==> config.mk <==
export PLATFORM = sky130hd
export DESIGN_NAME = error_calc_sequencer
export DESIGN_NICKNAME = d
export VERILOG_FILES = /design/src/rtl/lcplc_ctrl_pkg.sv /design/src/rtl/merr_band_buffer.sv /design/src/rtl/error_calc_sequencer.sv
export SDC_FILE = /design/constraint.sdc
export NUM_CORES = 2
export LEC_CHECK = 0
export ABC_CLOCK_PERIOD_IN_PS = 3380
export CAP_MARGIN = 20
export CORE_MARGIN = 2
export CORE_UTILIZATION = 50
export DETAILED_ROUTE_END_ITERATION = 10
export PLACE_DENSITY = 0.65
export SLEW_MARGIN = 20
export SYNTH_ARGS = -nofsm -noshare
export SYNTH_HDL_FRONTEND = slang
export SYNTH_MEMORY_MAX_BITS = 65536
export SYNTH_SLANG_ARGS = --single-unit
==> constraint.sdc <==
create_clock -name clk -period 3.38 [get_ports clk]
set_input_delay 0.676 -clock clk [delete_from_list [all_inputs] [get_ports clk]]
set_output_delay 0.676 -clock clk [all_outputs]
set_load 0.02 [all_outputs]
==> src/rtl/lcplc_ctrl_pkg.sv <==
// Shared types and helpers for the LCPLC band-level control logic.
package lcplc_ctrl_pkg;

  typedef enum logic [1:0] {FILL, WAIT, HDR, DRAIN} seq_state_t;

  // Header layout: {band index, d_flag}
  localparam int HDR_FLAG_POS = 0;
  localparam int HDR_BAND_POS = 1;

  function automatic int band_idx_width(input int bands);
    return (bands > 1) ? $clog2(bands) : 1;
  endfunction

endpackage

==> src/rtl/merr_band_buffer.sv <==
// One band-block of mapped errors: simple dual-port RAM whose registered read
// lands in an output holding register, so data stays put under backpressure.
module merr_band_buffer #(
  parameter int WIDTH     = 19,
  parameter int DEPTH_LOG = 8
) (
  input  logic             clk,
  input  logic             rst,
  input  logic             clr,
  input  logic             wr_en,
  input  logic [WIDTH-1:0] wr_data,
  input  logic             rd_en,
  input  logic             rd_last,
  output logic             out_valid,
  output logic [WIDTH-1:0] out_data,
  output logic             out_last,
  input  logic             out_ready
);

  localparam int DEPTH = 1 << DEPTH_LOG;

  logic [WIDTH-1:0]     mem [0:DEPTH-1];
  logic [DEPTH_LOG-1:0] wr_ptr;
  logic [DEPTH_LOG-1:0] rd_ptr;

  always_ff @(posedge clk) begin
    if (wr_en) mem[wr_ptr] <= wr_data;
  end

  // read only when the holding register is empty or being consumed
  always_ff @(posedge clk) begin
    if (rd_en) begin
      out_data <= mem[rd_ptr];
      out_last <= rd_last;
    end
  end

  always_ff @(posedge clk or negedge rst) begin
    if (!rst) begin
      wr_ptr    <= '0;
      rd_ptr    <= '0;
      out_valid <= 1'b0;
    end else if (clr) begin
      wr_ptr    <= '0;
      rd_ptr    <= '0;
      out_valid <= 1'b0;
    end else begin
      if (wr_en) wr_ptr <= wr_ptr + 1'b1;
      if (rd_en) begin
        rd_ptr    <= rd_ptr + 1'b1;
        out_valid <= 1'b1;
      end else if (out_ready) begin
        out_valid <= 1'b0;
      end
    end
  end

endmodule

==> src/rtl/error_calc_sequencer.sv <==
// Band-level controller around error_calc: admits one band-block, buffers its
// mapped errors, then emits a header and forwards or discards the band.
module error_calc_sequencer
  import lcplc_ctrl_pkg::*;
#(
  parameter int BANDS          = 224,
  parameter int DATA_WIDTH     = 16,
  parameter int BLOCK_SIZE_LOG = 8
) (
  input  logic                                 clk,
  input  logic                                 rst,
  input  logic                                 x_in_valid,
  output logic                                 x_in_ready,
  input  logic [DATA_WIDTH-1:0]                x_in_data,
  output logic                                 x_out_valid,
  input  logic                                 x_out_ready,
  output logic [DATA_WIDTH-1:0]                x_out_data,
  output logic                                 first_band,
  input  logic                                 merr_in_valid,
  output logic                                 merr_in_ready,
  input  logic [DATA_WIDTH+2:0]                merr_in_data,
  input  logic                                 d_flag_valid,
  output logic                                 d_flag_ready,
  input  logic                                 d_flag_data,
  output logic                                 hdr_valid,
  input  logic                                 hdr_ready,
  output logic [band_idx_width(BANDS):0]       hdr_data,
  output logic                                 merr_out_valid,
  input  logic                                 merr_out_ready,
  output logic [DATA_WIDTH+2:0]                merr_out_data,
  output logic                                 merr_out_last
);

  localparam int              BW        = band_idx_width(BANDS);
  localparam int              CW        = BLOCK_SIZE_LOG + 1;
  localparam logic [CW-1:0]   BLOCK     = CW'(1 << BLOCK_SIZE_LOG);
  localparam logic [CW-1:0]   BLOCK_M1  = CW'((1 << BLOCK_SIZE_LOG) - 1);
  localparam logic [BW-1:0]   LAST_BAND = BW'(BANDS - 1);

  seq_state_t    state;
  logic [CW-1:0] x_cnt, wr_cnt, rd_cnt;
  logic [BW-1:0] band;
  logic          flag;
  logic          first_band_q;

  logic gate_open, x_hs, merr_hs, dflag_hs, hdr_hs, out_hs;
  logic advance, rd_go, rd_en;

  // rst is folded in so every ready reads 0 while reset is held
  assign gate_open     = rst && (state == FILL) && (x_cnt < BLOCK);
  assign x_out_valid   = x_in_valid & gate_open;
  assign x_in_ready    = x_out_ready & gate_open;
  assign x_out_data    = x_in_data;
  assign merr_in_ready = rst && (state == FILL) && (wr_cnt < BLOCK);
  assign d_flag_ready  = (state == WAIT);
  assign hdr_valid     = (state == HDR);
  assign first_band    = first_band_q;

  always_comb begin
    hdr_data               = '0;
    hdr_data[HDR_FLAG_POS] = flag;
    hdr_data[HDR_BAND_POS +: BW] = band;
  end

  assign x_hs     = x_in_valid & x_in_ready;
  assign merr_hs  = merr_in_valid & merr_in_ready;
  assign dflag_hs = d_flag_valid & d_flag_ready;
  assign hdr_hs   = hdr_valid & hdr_ready;
  assign out_hs   = merr_out_valid & merr_out_ready;

  assign advance = (hdr_hs && !flag) || (out_hs && merr_out_last);
  // reading starts on the header handshake so data shows one cycle later
  assign rd_go   = (state == DRAIN) || (hdr_hs && flag);
  assign rd_en   = rd_go && (rd_cnt < BLOCK) && (!merr_out_valid || merr_out_ready);

  always_ff @(posedge clk or negedge rst) begin
    if (!rst) begin
      state        <= FILL;
      x_cnt        <= '0;
      wr_cnt       <= '0;
      rd_cnt       <= '0;
      band         <= '0;
      flag         <= 1'b0;
      first_band_q <= 1'b1;
    end else begin
      if (x_hs)    x_cnt  <= x_cnt + 1'b1;
      if (merr_hs) wr_cnt <= wr_cnt + 1'b1;
      if (rd_en)   rd_cnt <= rd_cnt + 1'b1;
      case (state)
        FILL:    if (merr_hs && (wr_cnt == BLOCK_M1)) state <= WAIT;
        WAIT:    if (dflag_hs) begin
                   flag  <= d_flag_data;
                   state <= HDR;
                 end
        HDR:     if (hdr_hs) state <= flag ? DRAIN : FILL;
        DRAIN:   if (out_hs && merr_out_last) state <= FILL;
        default: state <= FILL;
      endcase
      if (advance) begin
        x_cnt        <= '0;
        wr_cnt       <= '0;
        rd_cnt       <= '0;
        band         <= (band == LAST_BAND) ? '0 : band + 1'b1;
        first_band_q <= (band == LAST_BAND);
      end
    end
  end

  merr_band_buffer #(
    .WIDTH     (DATA_WIDTH + 3),
    .DEPTH_LOG (BLOCK_SIZE_LOG)
  ) u_buf (
    .clk       (clk),
    .rst       (rst),
    .clr       (advance),
    .wr_en     (merr_hs),
    .wr_data   (merr_in_data),
    .rd_en     (rd_en),
    .rd_last   (rd_cnt == BLOCK_M1),
    .out_valid (merr_out_valid),
    .out_data  (merr_out_data),
    .out_last  (merr_out_last),
    .out_ready (merr_out_ready)
  );

endmodule
==> summary.md <==
| Metric | Value |
|---|---|
| Status | `finished, violations left` |
| Failing checks | `negative setup slack` |
| R2R Setup Slk | `-0.18 ns` |
| Pleak | `70.8 nW` |
| Die H | `624 um` |
| Sequential share of the synthesized area | `77.1%` |
| Ports | `96` |
| Final Hold Viols | `0` |
| Worst path buffer plus inverter count | `4` |
| Max FO, Critical Path | `17` |
| Required time worst endpoint | `4.08 ns` |
| Die width | `624 um` |
| Synth Instances | `8985` |
| Minimum clock period | `3.56 ns` |
| Worst Hold Path EP | `u_buf.mem[120][10]` |
| Htree depth | `5` |
| Synth Area in Simple Gates | `2.52%` |
| Clk sink count | `4940` |
| P&R area growth vs syn | `18.4%` |
| FF-to-FF End | `u_buf.out_data[3]` |
| CP Capture Type | `register` |
| Yosys top cell area share | `76.4%` |
| Post-synthesis adder-cell area fraction | `0.0717%` |
| Crit Path Class | `register to register` |
| Synth Area in Compound Gates | `3.45%` |
| Max-cap violations | `0` |
| Fraction of layout cells with a size suffix above 1 | `32.8%` |
| Clk_skew | `0.0748 ns` |
| Synthesized flop and latch total | `4940` |
| Worst slack, placed | `-0.829 ns` |
| Clk Latency, worst-skew pair | `1.02 ns` |
| Pwr Density | `537 mW/mm^2` |
| Rel. slew slack | `23.4%` |
| CTS tree | `built` |
| RSZ-0062 raised after global routing | `yes` |
| DIE AREA | `0.389 mm^2` |
| Port Buffer Count | `63` |
| DRC viols | `0` |
| Root buffer cell | `clkbuf_16` |
| Gr usage total | `28.9%` |
| Mux cell area share after synthesis | `14.4%` |
| First-pass DRT Iterations | `6` |
| Worst-path clk slew | `0.06 ns` |
| Hold Path Stages | `1` |
| Vias post-DR | `104000` |
| VDD IR max | `0.523 mV` |
| Syn_nets | `9040` |
| Reg2reg path depth | `9` |
| Hold Startpoint | `merr_in_data[10]` |
| # nets final | `10400` |
| Gr ovfl total | `0` |
| Placer Congestion | `0.956` |
| Post-synth EDFFs | `4884` |
| FP Rows | `227` |
| Largest family of logic cells by synthesized area | `multiplexers` |
| Ys flop type | `edfxtp_1` |
| Fillers | `26800` |
| Slowest-stage cell, CP | `o41ai_4` |
| Hold Slack | `0.0906 ns` |
| Peak Freq | `281 MHz` |
| Core Area | `0.382 mm^2` |
| Pins Over Slew Limit | `0` |
| Syn avg cell area | `21.4 um^2` |
| Setup crit start kind | `register` |
| Worst path max stage delay | `0.83 ns` |
| Initial DRC Count | `17200` |
| Initial Util | `50.2%` |
| Clk buf depth | `4` |
| Final core utilization | `59.4%` |
| Ys async rst share | `1.13%` |
| Arr. time, crit path | `4.27 ns` |
| WL/cell | `36.1 um` |
| Cells along the critical path | `buf_8 -> buf_4 -> and2_4 -> buf_4 -> buf_4 -> a22oi_2 -> a21oi_1 -> o41ai_4 -> nor4_2` |
| Via density | `6.55` |
| Setup violators final | `14` |
| CP top delay family | `compound AO/OA/AOI/OAI gates` |
| Routed WL | `571000 um` |
| First-pass GRT wire length | `789000 um` |
| Tcrit/Tclk final | `105%` |
| Hold crit path type | `primary input to register` |
| Largest cells by area after synthesis | `edfxtp_1 (76%), mux4_2 (9.8%), mux2i_1 (2.6%)` |
| Initial antenna violation count | `35` |
| CP most frequent cell | `buf_4` |
| DP HPWL | `356000 um` |
| Num CTS Buffers | `470` |
| RR Startpoint | `u_buf.rd_ptr[2]` |
| Slack of the critical path | `-0.181 ns` |
| ANT nets after route | `0` |
| Count of cell types in the netlist | `87` |
| Yosys top cell by area | `edfxtp_1` |
| Post-Synth XOR/XNOR Area | `0.164%` |
| Yosys warns | `0` |
| Pin count of the biggest net entering global routing | `103` |
| Mapped cell area | `0.192 mm^2` |
| Vias in the first global route | `99800` |
| Worst Tran Pin Value | `1.14 ns` |
## cells in the final DEF (no fill, tap or decap), drive strengths merged, types with 20 or more instances in the layout
| cell | n |
|---|---|
| edfxtp | 4884 |
| dfrtp | 55 |
| nor4 | 61 |
| a211oi | 32 |
| clkinvlp | 23 |
| nand3 | 88 |
| nor3 | 166 |
| a22o | 40 |
| nand4 | 33 |
| inv | 26 |
| clkbuf | 575 |
| o221ai | 146 |
| a22oi | 213 |
| o21ai | 46 |
| mux4 | 979 |
| a21oi | 181 |
| clkdlybuf4s50 | 43 |
| xor2 | 21 |
| bufinv | 63 |
| mux2i | 504 |
| buf | 1398 |
| clkinv | 205 |
| a2111oi | 20 |
| nor2 | 468 |
| nand2 | 103 |
| o22ai | 161 |
## cell families after synthesis
kind of cell / count (synthesis)
DFF: 4940
muxes: 1489
and+or+nand+nor: 1026
AOI/OAI and AO/OA: 931
buffers and inverters: 552
xor gates and xnor gates: 36
adders and majority gates: 11
## per-layer routing
| layer | up-vias | wire length (um) | track usage (%) |
|---|---|---|---|
| li1 | 40900 | - | - |
| met1 | 54500 | 216000 | 41.6 |
| met2 | 7217 | 255000 | 42.6 |
| met3 | 1079 | 74800 | 7.60 |
| met4 | 12 | 26100 | 11.2 |
| met5 | - | 80 | 0 |
## worst max-delay path by stage
stage | from | to | depth (start not counted)
after global routing | u_buf.rd_ptr[1] | u_buf.out_data[3] | 11
after floorplan | rst | u_buf.mem[219][0] | 6
after global placement | u_buf.rd_ptr[2] | u_buf.out_data[1] | 9
after CTS | u_buf.rd_ptr[0] | u_buf.out_data[1] | 12
after detailed placement | u_buf.rd_ptr[0] | u_buf.out_data[3] | 8
final | u_buf.rd_ptr[2] | u_buf.out_data[3] | 9
## power breakdown
group	internal, W	switching [W]
clock	0.0305	0.0228
sequential	0.0673	0.0000285
combinational	0.000205	0.00124
total	0.0980	0.0241
## registers in the layout, summed over array words and instances (netlist names), 2 cells and up
name,flops
x_cnt,9
rd_cnt,9
state,2
u_buf.out_data,19
u_buf.wr_ptr,8
u_buf.rd_ptr,8
wr_cnt,9
band,8
u_buf.mem,4864
## synthesized netlist by cell type, types with 38 or more instances
master	instances
clkbuf_1	157
edfxtp_1	4884
nor2_1	467
mux4_2	837
nand2_1	102
a22oi_1	213
mux2i_1	504
a21oi_1	181
nand3_1	87
o22ai_1	159
nor4_1	55
buf_2	115
mux4_1	142
buf_4	79
nor3_1	164
dfrtp_1	55
buf_6	69
a22o_1	38
buf_8	42
o221ai_1	138
o21ai_0	43
## final cells by class
cell class | count | area (um^2) | area share (%)
Inverter | 11 | 46.3 | 0.0204
Timing Repair Buffer | 1458 | 14900 | 6.57
Sequential cell | 4940 | 148000 | 65.2
Clock inverter | 306 | 3310 | 1.46
Clock buffer | 568 | 12200 | 5.37
Tap cell | 5038 | 6300 | 2.77
Multi-Input combinational cell | 3494 | 42400 | 18.6
Antenna cell | 10 | 25.0 | 0.0110
## worst reg2reg max path: cells and delay by family, from the launching register on
kind                   cells  cell delay (ns)
AOI/OAI and AO/OA          3             1.36
buffers and inverters      4             0.93
and+or+nand+nor            2             0.44
DFF                        1             0.51
## what timing repair did
action,4_1_cts,5_1_grt
gates resized for setup,318,247
gates cloned,20,5
setup buffers,73,60
pin swaps,54,82
setup endpoints to repair,21,22
hold buffers,1,0
endpoints found under the hold margin,55,0
## metrics by stage
stage / setup TNS, ns / total power, W / cells / cell area [um^2]
after floorplan: -860.94 / 0.0687 / 8985 / 192000
after global placement: -9.93 / 0.0700 / 14800 / 207000
after detailed placement: -9.00 / 0.0701 / 14800 / 207000
after CTS: -0.0655 / 0.123 / 15800 / 226000
after global routing: -1.06 / 0.125 / 15800 / 227000
final: -0.917 / 0.122 / 15800 / 227000
No activity file was read; power rests on OpenSTA's default activity.
